## src/rtl/exc_sched.sv

```systemverilog
// exc_sched: exception/interrupt sequencer sitting at the M-stage commit point.
// In IDLE it arbitrates interrupt > exception > ERET. An accepted event pulses
// CP0 (EXL set with code/BD/PC, or EXL clear for ERET), holds flush for
// FLUSH_CYCLES cycles, then pulses pc_redirect towards the handler or the
// sampled EPC. While busy the M-stage inputs are ignored.
//
// Ports:
//   clk, reset            clock, synchronous active-high reset
//   m_valid, m_pc, m_bd   M-stage instruction qualifier, PC, delay-slot flag
//   m_exc_valid/_code     M-stage exception and its ExcCode
//   m_eret                M-stage instruction is ERET
//   intreq                masked CP0 interrupt request
//   epc                   CP0 EPC, sampled when ERET is accepted
//   cp0_exl_set/_clr      one-cycle CP0 EXL set / clear pulses
//   cp0_exc_code/bd/pc    values CP0 latches on cp0_exl_set
//   flush                 kill F/D/E/M and block M-stage writes
//   pc_redirect           one-cycle fetch redirect to redirect_addr
//   busy                  sequence in progress
module exc_sched #(
  parameter logic [31:0] HANDLER_ADDR = 32'h0000_4180,
  parameter int unsigned FLUSH_CYCLES = 2
) (
  input  logic        clk,
  input  logic        reset,
  input  logic        m_valid,
  input  logic [31:0] m_pc,
  input  logic        m_bd,
  input  logic        m_exc_valid,
  input  logic [4:0]  m_exc_code,
  input  logic        m_eret,
  input  logic        intreq,
  input  logic [31:0] epc,
  output logic        cp0_exl_set,
  output logic        cp0_exl_clr,
  output logic [4:0]  cp0_exc_code,
  output logic        cp0_bd,
  output logic [29:0] cp0_pc,
  output logic        flush,
  output logic        pc_redirect,
  output logic [31:0] redirect_addr,
  output logic        busy
);

  localparam logic [1:0] S_IDLE  = 2'd0;
  localparam logic [1:0] S_FLUSH = 2'd1;
  localparam logic [1:0] S_REDIR = 2'd2;

  localparam logic [3:0] CNT_LAST = 4'(FLUSH_CYCLES);

  logic [1:0] state;
  logic [3:0] cnt;
  logic       take_int;
  logic       take_exc;
  logic       take_eret;
  logic       pc_low_unused;

  // PC is word aligned; the low bits carry no information for CP0.
  assign pc_low_unused = ^m_pc[1:0];

  always_comb begin
    take_int  = (state == S_IDLE) && m_valid && intreq;
    take_exc  = (state == S_IDLE) && m_valid && !intreq && m_exc_valid;
    take_eret = (state == S_IDLE) && m_valid && !intreq && !m_exc_valid && m_eret;
  end

  always_ff @(posedge clk) begin
    if (reset) begin
      state         <= S_IDLE;
      cnt           <= '0;
      cp0_exl_set   <= 1'b0;
      cp0_exl_clr   <= 1'b0;
      cp0_exc_code  <= '0;
      cp0_bd        <= 1'b0;
      cp0_pc        <= '0;
      redirect_addr <= '0;
    end else begin
      cp0_exl_set <= 1'b0;
      cp0_exl_clr <= 1'b0;
      case (state)
        S_IDLE: begin
          if (take_int || take_exc) begin
            // An interrupt takes the M-stage instruction as its victim,
            // so EPC becomes m_pc and any pending exception is flushed.
            cp0_exl_set   <= 1'b1;
            cp0_exc_code  <= take_int ? 5'd0 : m_exc_code;
            cp0_bd        <= m_bd;
            cp0_pc        <= m_pc[31:2];
            redirect_addr <= HANDLER_ADDR;
            state         <= S_FLUSH;
            cnt           <= 4'd1;
          end else if (take_eret) begin
            cp0_exl_clr   <= 1'b1;
            redirect_addr <= epc;
            state         <= S_FLUSH;
            cnt           <= 4'd1;
          end
        end
        S_FLUSH: begin
          if (cnt == CNT_LAST) begin
            state <= S_REDIR;
            cnt   <= '0;
          end else begin
            cnt <= cnt + 4'd1;
          end
        end
        S_REDIR: state <= S_IDLE;
        default: state <= S_IDLE;
      endcase
    end
  end

  assign flush       = (state == S_FLUSH);
  assign pc_redirect = (state == S_REDIR);
  assign busy        = (state != S_IDLE);

endmodule
```

## config.mk

```make
export PLATFORM = sky130hd
export DESIGN_NAME = exc_sched
export DESIGN_NICKNAME = d
export VERILOG_FILES = /design/src/rtl/exc_sched.sv
export SDC_FILE = /design/constraint.sdc
export NUM_CORES = 1
export LEC_CHECK = 0
export ABC_CLOCK_PERIOD_IN_PS = 1730
export CORE_MARGIN = 4
export CORE_UTILIZATION = 37
export CTS_CLUSTER_DIAMETER = 60
export DETAILED_ROUTE_END_ITERATION = 12
export PLACE_DENSITY_LB_ADDON = 0.12
export SETUP_SLACK_MARGIN = 0.05
export SYNTH_ARGS = -nofsm -noshare
export SYNTH_HDL_FRONTEND = slang
export SYNTH_SLANG_ARGS = --single-unit
```

## constraint.sdc

```tcl
create_clock -name clk -period 1.73 [get_ports clk]
set_input_delay 0.2595 -clock clk [delete_from_list [all_inputs] [get_ports clk]]
set_output_delay 0.2595 -clock clk [all_outputs]
set_load 0.02 [all_outputs]
```

Yosys cells after proc, flatten, opt, wreduce, memory -nomap -nowiden

Cells that the tools add are included.
Widths: inputs -> output; s select.

Register bits after elaboration: 76
Output and inout port bits: 73
Bits of input ports: 76
Word-level logic and storage cells: 47

Add/subtract/negate cells: 1
Bitwise logic cells: 1
Muxes and demuxes: 13
Equality and inequality tests: 5
Reductions and logical operators: 19

Operators by type and width:

| kind                | count |
|---|---|
| $mux 32             | 2 |
| $mux 4              | 3 |
| $pmux 4 s2          | 1 |
| $reduce_and 2->1    | 4 |
| $logic_and 1x1->1   | 6 |
| $mux 2              | 3 |
| $reduce_bool 2->1   | 3 |
| $mux 5              | 1 |
| $add 4x1->4 const B | 1 |
| $eq 4x2->1 const B  | 1 |
| $pmux 2 s2          | 1 |
| $ne 3x2->1 const B  | 1 |
| $reduce_or 3->1     | 1 |
| $eq 2x1->1 const B  | 1 |
| $eq 2x2->1 const B  | 1 |
| $logic_not 1->1     | 2 |
| $logic_not 2->1     | 1 |
| $mux 1              | 2 |
| $ne 2x1->1 const B  | 1 |
| $reduce_or 2->1     | 1 |
| $logic_or 1x1->1    | 1 |
| $not 1->1           | 1 |

Depth between registers and ports, before layout

Depth after elaboration: 8
Depth in mapped cells: 6
Gate-level depth less buffers: 6

Least setup slack after synthesis

Ideal clock, no wire load.

Kind: register to register
Start: reg state[0]
End: reg cp0_bd
Slack: 0.337 ns
Path buffers: 1
Stages on the path, launching flop included: 6
Data required time: 1.613 ns
Clock period less this slack: 1.393 ns
Data arrival time: 1.277 ns
Library setup time: 0.117 ns
Cells stage by stage: dfxtp_1 nor3b_4 nor2b_1 nor2_2 buf_6 a22o_1

Longest elaborated chain between the ends: 6
Elaborated cells between the ends (all ways): 7
Classes of those cells: reduce/logical: 7

RTL lines:

| element                             | line       | source |
|---|---|---|
| start, declared                     | 50         | `logic [1:0] state;` |
| start signal, assigned              | 68         | `state <= S_IDLE;` |
| start signal, assigned              | 89         | `state <= S_FLUSH;` |
| start signal, assigned              | 94         | `state <= S_FLUSH;` |
| $logic_not 2->1 *                   | 61, 62, 79 |  |
| $logic_and 1x1->1                   | 61, 62     |  |
| $logic_and 1x1->1 (2 in a row)      | 62         | `take_exc = (state == S_IDLE) && m_valid && !intreq && m_exc_valid;` |
| $logic_or 1x1->1                    | 81         | `if (take_int \|\| take_exc) begin` |
| $reduce_and 2->1 (no source line) * | --         |  |
| end signal, assigned                | 86         | `cp0_bd <= m_bd;` |
| end, declared                       | 36         | `output logic cp0_bd,` |

Every way passes the cells marked *; elsewhere a longest branch is shown, timed or not.
A chain may end at the register's enable or synchronous reset.

Final worst setup path

Start: reg redirect_addr[22]
End: out redirect_addr[22]

RTL lines:

| element                | line | source |
|---|---|---|
| start, declared        | 40   | `output logic [31:0] redirect_addr,` |
| start signal, assigned | 93   | `redirect_addr <= epc;` |

No word-level cell between the ends.

==> run metrics <==
status=completed; largest net degree at the start of global routing=37; ys async rst share=0%; met2 Usage GRT=24.1%; CTS tree=yes; number of antenna diodes=0; Cell variety after synth=29; worst skew pair latency=0.33 ns; mapped cell area=0.00257 mm2; DP Area=0.00424 mm2; Reg clk slew, reported paths=0.08 ns; ys flop type=dfxtp_1; gr busiest metal=met2; area share of fa/ha/maj cells after synthesis=0.972%; Post-DRT Antenna Nets=0; Setup-failing EPs final=0; Synth Area in Compound Gates=22.5%; Die X=91.4 um; maximum clock path buffer count=2; final core occ=65.7%; area leader, netlist=dfxtp_1; non-filler instance count after layout=503; critical path's slowest cell=clkdlybuf4s50_1; initial antenna violation count=0; top-count cell post-synth=dfxtp_1; GRT Util Overall=16.3%; setup TNS=0 ns; router iterations before antenna repair=4; Setup crit end kind=primary output; syn_nets=325; vias in the first global route=2294; post-synthesis simple-gate area fraction=13.5%; Die Span Y=91.4 um; Initial Util=37.9%; final wirelength=6960 um; top cell type's share of synthesized area=59.1%; P per Cell Area=919 mW/mm2; multi-input combinational cell area=951 um2; GR Overflow Total=0; global routing usage on met1=21.2%; max-slew violation count=0; htree depth=3; worst hold path class=reg2reg; post-route setup slack=0.162 ns; critical path data required time=1.47 ns; slew margin rel.=56.3%; drt drc=0; Max Cap Viol=0; CP Data Arrival Time=1.31 ns; static leakage=1.69 nW; vias per inst=4.82; share of cells above drive strength 1=9.09%; dpl hpwl=5040 um; PortBufs=146; clk_skew=0.00702 ns; IO Pins=149; routed length per instance=13.8 um; critical-path cell list=clkdlybuf4s50_1; Final nets=480; postcts setup bufs=0; Starting DRT DRC Count=50; routability cong.=0.714; CP Class=reg2out; Resize count post-CTS=4; hold_ws=0.455 ns; register area share after synthesis=59.1%; Clock Sinks=76; CORE AREA=0.00679 mm2; Yosys warning count=0; placed insts=487; P&R area growth vs syn=73.3%; main area contributors after synthesis=dfxtp_1 (59%), a22o_1 (12%), nand2_1 (4.2%); register area=0.00152 mm2; Worst VDD drop=0.475 mV; Achievable Freq=0.638 GHz; Crit path max-delay family=buffers and inverters; largest family of logic cells by synthesized area=compound AO/OA/AOI/OAI gates; Buffers & Inverters on Critical Path=1; RSZ-0062 raised after global routing=no; Final Cell Area=0.00446 mm2; Pwr Total=4.10 mW; Syn Inst Count=247; Post-synth EDFFs=0; CTS Buf Count=9; post-synthesis register bit count=76; die area=0.00835 mm2; Tmin final=1.57 ns; Syn Area/Cell=10.4 um2; Post-synth top cells=dfxtp_1 (76), a22o_1 (36), nand2_1 (29); max incr delay on CP=0.63 ns; critical path launch point type=flip-flop; worst slew pin tran=0.652 ns; row cnt=30; crit share post-route=90.6%; post-synthesis mux area share=0%; first-pass GRT wire length=11100 um; GR Util met3=6.05%; Hold Fails Final Rpt=0; pre-CTS setup slack=-0.159 ns; xor-xnor portion of the synthesized cell area=0%; Crit Path Max Fanout=2; vias=2426; # hold bufs at CTS=0; Root Buffer=clkbuf_8; fill count=555
[per-layer routing]
layer	up-vias	part of all wire, %
met1	1121	47
met2	109	43
met3	7	9.0
li1	1189	-
met5	-	0
met4	0	0.93
[cells in the final DEF, fill, tap and decap left out, types with 2 or more instances in the layout]
cell | synthesis | routed
nand2_1 | 29 | 29
or2_2 | 2 | 2
nor2b_1 | 4 | 4
nor3_1 | 3 | 3
a21oi_1 | 17 | 17
bufinv_16 | 0 | 2
nor2_1 | 24 | 24
clkdlybuf4s50_1 | 0 | 143
buf_12 | 0 | 6
clkbuf_8 | 0 | 10
a22oi_1 | 8 | 8
o22ai_1 | 12 | 12
nor3b_4 | 2 | 2
clkinvlp_4 | 0 | 2
inv_1 | 3 | 3
nand3_1 | 2 | 2
a22o_1 | 36 | 36
ha_1 | 2 | 2
dfxtp_1 | 76 | 75
dlygate4sd2_1 | 0 | 3
buf_4 | 0 | 7
[logic make-up after synthesis]
logic type	Yosys count
DFF	76
and+or+nand+nor	73
adders and majority gates	2
AOI/OAI and AO/OA	78
buffers and inverters	18
[where the power goes]
group | total, mW | internal [mW] | switching (mW) | leakage (nW)
Combinational | 0.717 | 0.411 | 0.306 | 0.962
Clock | 1.50 | 0.858 | 0.637 | 0.106
Sequential | 1.89 | 1.84 | 0.0485 | 0.621
Total | 4.10 | 3.11 | 0.992 | 1.69
[final timing paths]
path	from	to	slack (ns)	cells past startpoint
setup reg to reg	cnt[0]$_SDFFE_PP0P_	cnt[1]$_SDFFE_PP0P_	0.19	6
hold / removal	redirect_addr[21]$_SDFFE_PP0P_	redirect_addr[21]$_SDFFE_PP0P_	0.46	2
setup / recovery	redirect_addr[22]$_SDFFE_PP0P_	redirect_addr[22]	0.16	1
hold reg to reg	redirect_addr[21]$_SDFFE_PP0P_	redirect_addr[21]$_SDFFE_PP0P_	0.46	2
[area by class of cell]
class	instances	share of cell area (%)
multi-input cells	153	21.3
well taps	96	2.69
inverters	3	0.252
clock inverters	5	1.88
repair buffers	159	36.5
clock buffers	11	3.17
flip-flops and latches	76	34.1
[registers in the layout, summed over array words and instances, names as in the netlist]
register	flops
redirect_addr	32
cp0_pc	30
cp0_exc_code	5
cnt	4
state	2
cp0_bd	1
cp0_exl_clr	1
cp0_exl_set	1
No activity file was read; power rests on OpenSTA's default activity.
